==> config.mk <==
export PLATFORM = sky130hd
export DESIGN_NAME = led_pattern_drv
export DESIGN_NICKNAME = d
export VERILOG_FILES = /design/src/rtl/led_pattern_drv.sv
export SDC_FILE = /design/constraint.sdc
export NUM_CORES = 1
export LEC_CHECK = 0
export BUFFER_PORTS_ARGS = -buffer_cell sky130_fd_sc_hd__clkbuf_2
export CORE_UTILIZATION = 35
export DETAILED_ROUTE_END_ITERATION = 10
export SLEW_MARGIN = 20
export SYNTH_ARGS = -nofsm -noshare
export SYNTH_HDL_FRONTEND = slang
export SYNTH_HIERARCHICAL = 1
export SYNTH_SLANG_ARGS = --single-unit
export TNS_END_PERCENT = 30
==> constraint.sdc <==
create_clock -name sys_clk_ibufg -period 4.6 [get_ports sys_clk_ibufg]
set_input_delay 0.46 -clock sys_clk_ibufg [delete_from_list [all_inputs] [get_ports sys_clk_ibufg]]
set_output_delay 0.46 -clock sys_clk_ibufg [all_outputs]
set_load 0.02 [all_outputs]
==> src/rtl/led_pattern_drv.sv <==
// ---------------------------------------------------------------------------
// led_pattern_drv -- LED command sink and per-channel pattern generator.
//
// Accepts LED commands on a valid/ready handshake and drives N_LED board LEDs.
// Each channel independently runs OFF, ON, BLINK or FLASH (a counted burst of
// HALF_PERIOD-on / HALF_PERIOD-off pulses).
//
// Optional build macro: LED_PATTERN_DIM_EN
//   Adds the dim_level input and a shared 4-bit free-running PWM counter that
//   gates every lit channel (dim_level=15 full, dim_level=0 1/16 duty).
//
// Ports:
//   sys_clk_ibufg  in   system clock (200 MHz)
//   rst_n          in   async active-low reset; release is expected to be
//                       synchronised to sys_clk_ibufg upstream
//   cmd_valid      in   command strobe
//   cmd_ready      out  command accept (0 in reset, 1 from first cycle after)
//   cmd_led        in   target channel; indices >= N_LED are accepted and dropped
//   cmd_mode       in   0=OFF 1=ON 2=BLINK 3=FLASH
//   cmd_count      in   FLASH pulse count (0 = immediate done, LED off)
//   dim_level      in   brightness 0..15 (LED_PATTERN_DIM_EN only)
//   busy           out  per-channel: FLASH burst in progress
//   done           out  per-channel: 1-cycle pulse when a burst completes
//   led_out        out  LED pins, lit level set by ACTIVE_LOW
// ---------------------------------------------------------------------------

// Per-channel mode/phase/pulse state. lit_nxt is the next-cycle lit level so
// the top can register the pin on the same edge the state updates.
module led_pattern_chan #(
    parameter int HALF_PERIOD = 50_000_000
) (
    input  logic       sys_clk_ibufg,
    input  logic       rst_n,
    input  logic       cmd_hit,
    input  logic [1:0] cmd_mode,
    input  logic [3:0] cmd_count,
    output logic       lit_nxt,
    output logic       busy,
    output logic       done
);
    localparam int            PW         = (HALF_PERIOD > 1) ? $clog2(HALF_PERIOD) : 1;
    localparam logic [PW-1:0] PHASE_LAST = PW'(HALF_PERIOD - 1);

    localparam logic [1:0] MODE_OFF   = 2'd0;
    localparam logic [1:0] MODE_ON    = 2'd1;
    localparam logic [1:0] MODE_BLINK = 2'd2;
    localparam logic [1:0] MODE_FLASH = 2'd3;

    logic [1:0]    mode_q, mode_d;
    logic          lit_q, lit_d;
    logic [PW-1:0] phase_q, phase_d;
    logic [3:0]    remaining_q, remaining_d;
    logic          busy_q, busy_d;
    logic          done_q, done_d;
    logic          phase_end;

    assign phase_end = (phase_q == PHASE_LAST);

    always_comb begin
        mode_d      = mode_q;
        lit_d       = lit_q;
        phase_d     = phase_q;
        remaining_d = remaining_q;
        busy_d      = busy_q;
        done_d      = 1'b0;
        if (cmd_hit) begin
            // A new command always wins, even over a burst finishing this cycle;
            // an aborted burst never reports done.
            phase_d     = '0;
            busy_d      = 1'b0;
            remaining_d = '0;
            case (cmd_mode)
                MODE_OFF: begin
                    mode_d = MODE_OFF;
                    lit_d  = 1'b0;
                end
                MODE_ON: begin
                    mode_d = MODE_ON;
                    lit_d  = 1'b1;
                end
                MODE_BLINK: begin
                    mode_d = MODE_BLINK;
                    lit_d  = 1'b1;
                end
                default: begin
                    if (cmd_count == 4'd0) begin
                        mode_d = MODE_OFF;
                        lit_d  = 1'b0;
                        done_d = 1'b1;
                    end else begin
                        mode_d      = MODE_FLASH;
                        lit_d       = 1'b1;
                        busy_d      = 1'b1;
                        remaining_d = cmd_count;
                    end
                end
            endcase
        end else if (mode_q == MODE_BLINK || mode_q == MODE_FLASH) begin
            phase_d = phase_end ? '0 : phase_q + 1'b1;
            if (phase_end) begin
                if (mode_q == MODE_BLINK) begin
                    lit_d = ~lit_q;
                end else if (lit_q) begin
                    lit_d = 1'b0;
                end else begin
                    // End of an OFF half closes one pulse.
                    remaining_d = remaining_q - 4'd1;
                    if (remaining_d == 4'd0) begin
                        mode_d = MODE_OFF;
                        busy_d = 1'b0;
                        done_d = 1'b1;
                    end else begin
                        lit_d = 1'b1;
                    end
                end
            end
        end
    end

    always_ff @(posedge sys_clk_ibufg or negedge rst_n) begin
        if (!rst_n) begin
            mode_q      <= MODE_OFF;
            lit_q       <= 1'b0;
            phase_q     <= '0;
            remaining_q <= '0;
            busy_q      <= 1'b0;
            done_q      <= 1'b0;
        end else begin
            mode_q      <= mode_d;
            lit_q       <= lit_d;
            phase_q     <= phase_d;
            remaining_q <= remaining_d;
            busy_q      <= busy_d;
            done_q      <= done_d;
        end
    end

    assign lit_nxt = lit_d;
    assign busy    = busy_q;
    assign done    = done_q;
endmodule

module led_pattern_drv #(
    parameter int N_LED       = 2,
    parameter int HALF_PERIOD = 50_000_000,
    parameter int ACTIVE_LOW  = 1
) (
    input  logic             sys_clk_ibufg,
    input  logic             rst_n,
    input  logic             cmd_valid,
    output logic             cmd_ready,
    input  logic [2:0]       cmd_led,
    input  logic [1:0]       cmd_mode,
    input  logic [3:0]       cmd_count,
`ifdef LED_PATTERN_DIM_EN
    input  logic [3:0]       dim_level,
`endif
    output logic [N_LED-1:0] busy,
    output logic [N_LED-1:0] done,
    output logic [N_LED-1:0] led_out
);
    localparam logic [N_LED-1:0] DARK = {N_LED{1'(ACTIVE_LOW)}};

    logic             cmd_ready_q, cmd_ready_d;
    logic             cmd_fire;
    logic [N_LED-1:0] lit_nxt;
    logic [N_LED-1:0] lit_final;
    logic [N_LED-1:0] led_out_q, led_out_d;

    assign cmd_fire = cmd_valid && cmd_ready_q;

    for (genvar i = 0; i < N_LED; i++) begin : g_chan
        led_pattern_chan #(.HALF_PERIOD(HALF_PERIOD)) u_chan (
            .sys_clk_ibufg (sys_clk_ibufg),
            .rst_n         (rst_n),
            .cmd_hit       (cmd_fire && (cmd_led == 3'(i))),
            .cmd_mode      (cmd_mode),
            .cmd_count     (cmd_count),
            .lit_nxt       (lit_nxt[i]),
            .busy          (busy[i]),
            .done          (done[i])
        );
    end

`ifdef LED_PATTERN_DIM_EN
    logic [3:0] pwm_cnt_q, pwm_cnt_d;

    // Gate with the next PWM count so the pin and counter move on the same edge.
    always_comb begin
        pwm_cnt_d = pwm_cnt_q + 4'd1;
        lit_final = lit_nxt & {N_LED{(pwm_cnt_d <= dim_level)}};
    end

    always_ff @(posedge sys_clk_ibufg or negedge rst_n) begin
        if (!rst_n) pwm_cnt_q <= '0;
        else        pwm_cnt_q <= pwm_cnt_d;
    end
`else
    always_comb lit_final = lit_nxt;
`endif

    always_comb begin
        cmd_ready_d = 1'b1;
        led_out_d   = lit_final ^ DARK;
    end

    always_ff @(posedge sys_clk_ibufg or negedge rst_n) begin
        if (!rst_n) begin
            cmd_ready_q <= 1'b0;
            led_out_q   <= DARK;
        end else begin
            cmd_ready_q <= cmd_ready_d;
            led_out_q   <= led_out_d;
        end
    end

    assign cmd_ready = cmd_ready_q;
    assign led_out   = led_out_q;
endmodule

==> metrics.csv <==
stage;metric;value;unit
outcome;outcome;finished clean;
worst_setup_path;Arr. time, crit path;2720;ps
sta;Hold Vio Cnt, Final;0;
run;maxcap violations;0;
logic_synthesis;area leader, netlist;dfrtp_1;
logic_synthesis;YS warnings;6;
route;Detailed Route Iter0 Violations;273;
global_routing;first-pass GRT wire length;17.3;mm
power_and_ir_drop;Max VDD drop;0.181;mV
placement;placed cells;642;
power_and_ir_drop;PwrDens;375;mW/mm^2
floorplanning;Die Height;114;um
route;Via Count;3570;
sta;Setup-failing EPs final;0;
worst_setup_path;Worst R2R Path Depth;6;
route;residual DRC count;0;
power_and_ir_drop;P_sw;0.548;mW
sta;crit share post-route;54.1;%
power_and_ir_drop;Final Power;1.84;mW
finish;post-layout instance count excluding filler cells;658;
placement;Final Wtd Congestion;0.824;
route;drt wl/cell;15.3;um
worst_setup_path;R2R Setup Slk;2110;ps
cts;Worst-path clk slew;60;ps
sta;Worst Max-Slew Pin Slew;942;ps
global_routing;vias in the first global route;3488;
cts;CTS Root Cell;clkbuf_16;
power_and_ir_drop;cell internal pwr;1.30;mW
logic_synthesis;post-synth top area share;40.4;%
route;vias per cell;5.43;
cts;number of hold buffers added after CTS;0;
finish;commonest non-fill, non-tap cell in the layout;dfrtp_1;
cts;clk sinks;73;
worst_setup_path;Critical path origin;g_chan[1].u_chan/phase_q[0]$_DFFE_PN0P_;
finish;Antenna diodes;0;
logic_synthesis;Post-Syn Nets;498;
cts;Bufs on Longest Clock Path;2;
floorplanning;I/O pin count;19;
worst_setup_path;crit path capture type;register;
finish;Area Growth Syn to Fin;11.7;%
worst_setup_path;CP cell instances;ha_1 -> and4_1 -> nand3_1 -> nor3_2 -> nor2_1 -> a32o_1;
sta;RSZ-0062 raised after global routing;no;
logic_synthesis;Post-synth EDFFs;0;
global_routing;total track usage;16.9;%
worst_setup_path;max incr delay on CP;670;ps
power_and_ir_drop;P_leak;2.02;nW
sta;fmax;402;MHz
logic_synthesis;syn avg cell area;9.29;sq um
cts;post-CTS setup buffers;0;
global_routing;pin count of the biggest net entering global routing;74;
worst_setup_path;Slowest-stage cell, CP;nor3_2;
worst_setup_path;Critical Path RT;4830;ps
finish;nets;509;
sta;Period minus WS final;2490;ps
worst_setup_path;critical path class;register to register;
placement;PortBufs;18;
logic_synthesis;Main synth FF type;dfrtp_1;
power_and_ir_drop;Seq pwr share;46.1;%
min_path;Hold WC Path Type;primary input to async pin;
power_and_ir_drop;clock network fraction of design power;37.8;%
worst_setup_path;Crit path depth;6;
floorplanning;Die Span X;114;um
cts;Resize count post-CTS;0;
floorplanning;row count;40;
logic_synthesis;post-synthesis cell count;474;
global_routing;initial antenna violation count;0;
worst_setup_path;delay-heaviest family, CP;simple AND/OR/NAND/NOR gates;
sta;Clock Skew;8.77;ps
worst_setup_path;worst r2r dst;g_chan[1].u_chan/phase_q[22]$_DFFE_PN0P_;
cts;CTS tree;done;
worst_setup_path;Worst Setup EP;g_chan[1].u_chan/phase_q[22]$_DFFE_PN0P_;
cts;# H-tree levels;3;
sta;setup TNS;0;ps
logic_synthesis;share of synthesized flip-flops with an asynchronous set or reset;100;%
sta;Slew Limit Headroom;37.2;%
worst_setup_path;startpoint types;register;
route;Final ANT Viol Nets;0;
logic_synthesis;Seq cells post-synth;73;
floorplanning;CORE AREA;0.0121;sq mm
worst_setup_path;worst-path maximum fanout;14;
floorplanning;DIE AREA;0.0130;sq mm
route;first-pass iteration count of the detailed router;4;
cts;CTS buffer count;9;
worst_setup_path;Reg-to-Reg Start;g_chan[1].u_chan/phase_q[0]$_DFFE_PN0P_;
cts;clock latency on the worst-skew pair;340;ps
logic_synthesis;post-synthesis cell type count;65;
placement;DP Wirelength;6.85;mm
power_and_ir_drop;Switching Fraction;29.7;%
power_and_ir_drop;power share of the combinational group;16.0;%
finish;most frequent cells in the layout;dfrtp_1, nand2_1, nor2_1;
floorplanning;initial core utilization;36.3;%
logic_synthesis;ranking of synthesized cells by area;dfrtp_1, xnor2_1, ha_1;
route;Routed WL;10.1;mm
worst_setup_path;Worst Path Buf+Inv;0;
global_routing;grt ovf;0;
logic_synthesis;Seq/Total Area, Yosys;41.6;%
sta;max-slew violation count;0;
logic_synthesis;Cell Area, Synth;0.00440;sq mm
finish;fraction of layout cells with a size suffix above 1;12.0;%
[synthesized netlist by cell type, types with 2 or more instances]
master     number
and4bb_2        3
nor2_1         40
o41ai_1         3
nor4_1         16
o211a_1         2
o21a_1          3
and4_1         10
inv_1          23
a2bb2oi_1       2
a21oi_1        10
nor2b_1         4
nand3b_1        4
nand2_1        40
o21ai_1         5
buf_6           3
mux2i_1         3
dfrtp_1        71
nor4b_2         3
nor3b_1         4
or4_1           2
o21ai_0        23
nand2b_1        2
buf_4           3
nor4b_1         4
and3_1         11
nand4_2         2
o32ai_1         2
xor2_1         12
or3_1           7
ha_1           12
nand4_1        13
o31ai_1         2
a32o_1          7
o2bb2ai_1       4
a31oi_1         3
buf_2           4
and2_1          9
dfstp_2         2
clkbuf_1       11
a31o_1          2
nand3_1        29
xnor2_1        21
nor3_1         16
[stage by stage]
step	utilization (%)	hold WS [ps]	setup WS, ps	instance area, sq um
floorplan	-	164	2590	4400
global placement	38.2	486	2010	4630
detailed placement	38.2	480	1920	4630
CTS	40.6	308	2120	4920
global route	40.6	367	1890	4920
finish	40.6	256	2110	4920
[how the worst min path moves through the flow]
stage                                                           to                               from  slack (ps)
after floorplan                                cmd_ready$_DFF_PN0_                              rst_n         160
after global placement           g_chan[1].u_chan/busy$_DFFE_PN0P_  g_chan[1].u_chan/busy$_DFFE_PN0P_         490
after detailed placement         g_chan[1].u_chan/busy$_DFFE_PN0P_  g_chan[1].u_chan/busy$_DFFE_PN0P_         480
after CTS                 g_chan[0].u_chan/phase_q[23]$_DFFE_PN0P_                              rst_n         310
after global routing      g_chan[0].u_chan/phase_q[13]$_DFFE_PN0P_                              rst_n         370
final                      g_chan[0].u_chan/phase_q[7]$_DFFE_PN0P_                              rst_n         260
[area by class of cell]
class | count | area, sq um
fillers | 1219 | 7200
multi-input cells | 356 | 2380
flip-flops and latches | 73 | 1830
clock buffers | 13 | 250
well taps | 168 | 210
repair buffers | 21 | 115
inverters | 24 | 90.1
clock inverters | 3 | 40.0
[power by group through the flow]
stage	clock network (mW)	registers (mW)	logic, mW
floorplan	0	0.821	0.242
global placement	0	0.854	0.287
detailed placement	0	0.857	0.295
CTS	0.719	0.847	0.299
global route	0.744	0.867	0.337
finish	0.697	0.851	0.295
[per-layer routing]
| metal | vias to the layer above | GRT usage [%] | wire, um | part of all wire, % |
|---|---|---|---|---|
| li1 | 1750 | - | - | - |
| met1 | 1762 | 21.9 | 4760 | 47 |
| met4 | 0 | 7.27 | 153 | 1.5 |
| met2 | 45 | 27.4 | 4870 | 48 |
| met3 | 13 | 3.39 | 291 | 2.9 |
| met5 | - | 0 | 0 | 0 |
[flip-flops by register name (all words and copies together) (netlist names)]
signal	flops
led_out	2
g_chan.u_chan/mode_q	4
g_chan.u_chan/done	2
cmd_ready	1
g_chan.u_chan/remaining_q	8
g_chan.u_chan/lit_q	2
g_chan.u_chan/phase_q	52
g_chan.u_chan/busy	2
[kinds of logic (layout without fill, tap and decap cells)]
group	after synthesis	in the layout	synth area share, %
simple gates	230	230	30.9
compound gates	76	76	11.8
flops	73	73	41.6
buf+inv	45	61	4.72
xor+xnor	33	33	6.57
fa+ha+maj	12	12	3.41
mux	4	4	0.938
other cells	1	1	0.0852
[worst reg2reg max path: cells and delay by family, from the launching register on]
kind                     cells  cell delay, ps
AND/OR/NAND/NOR              4            1490
flip-flops                   1             380
AO/OA/AOI/OAI                1             310
adder cells (fa/ha/maj)      1             200
Note: power is estimated with default switching activity, not from simulation.
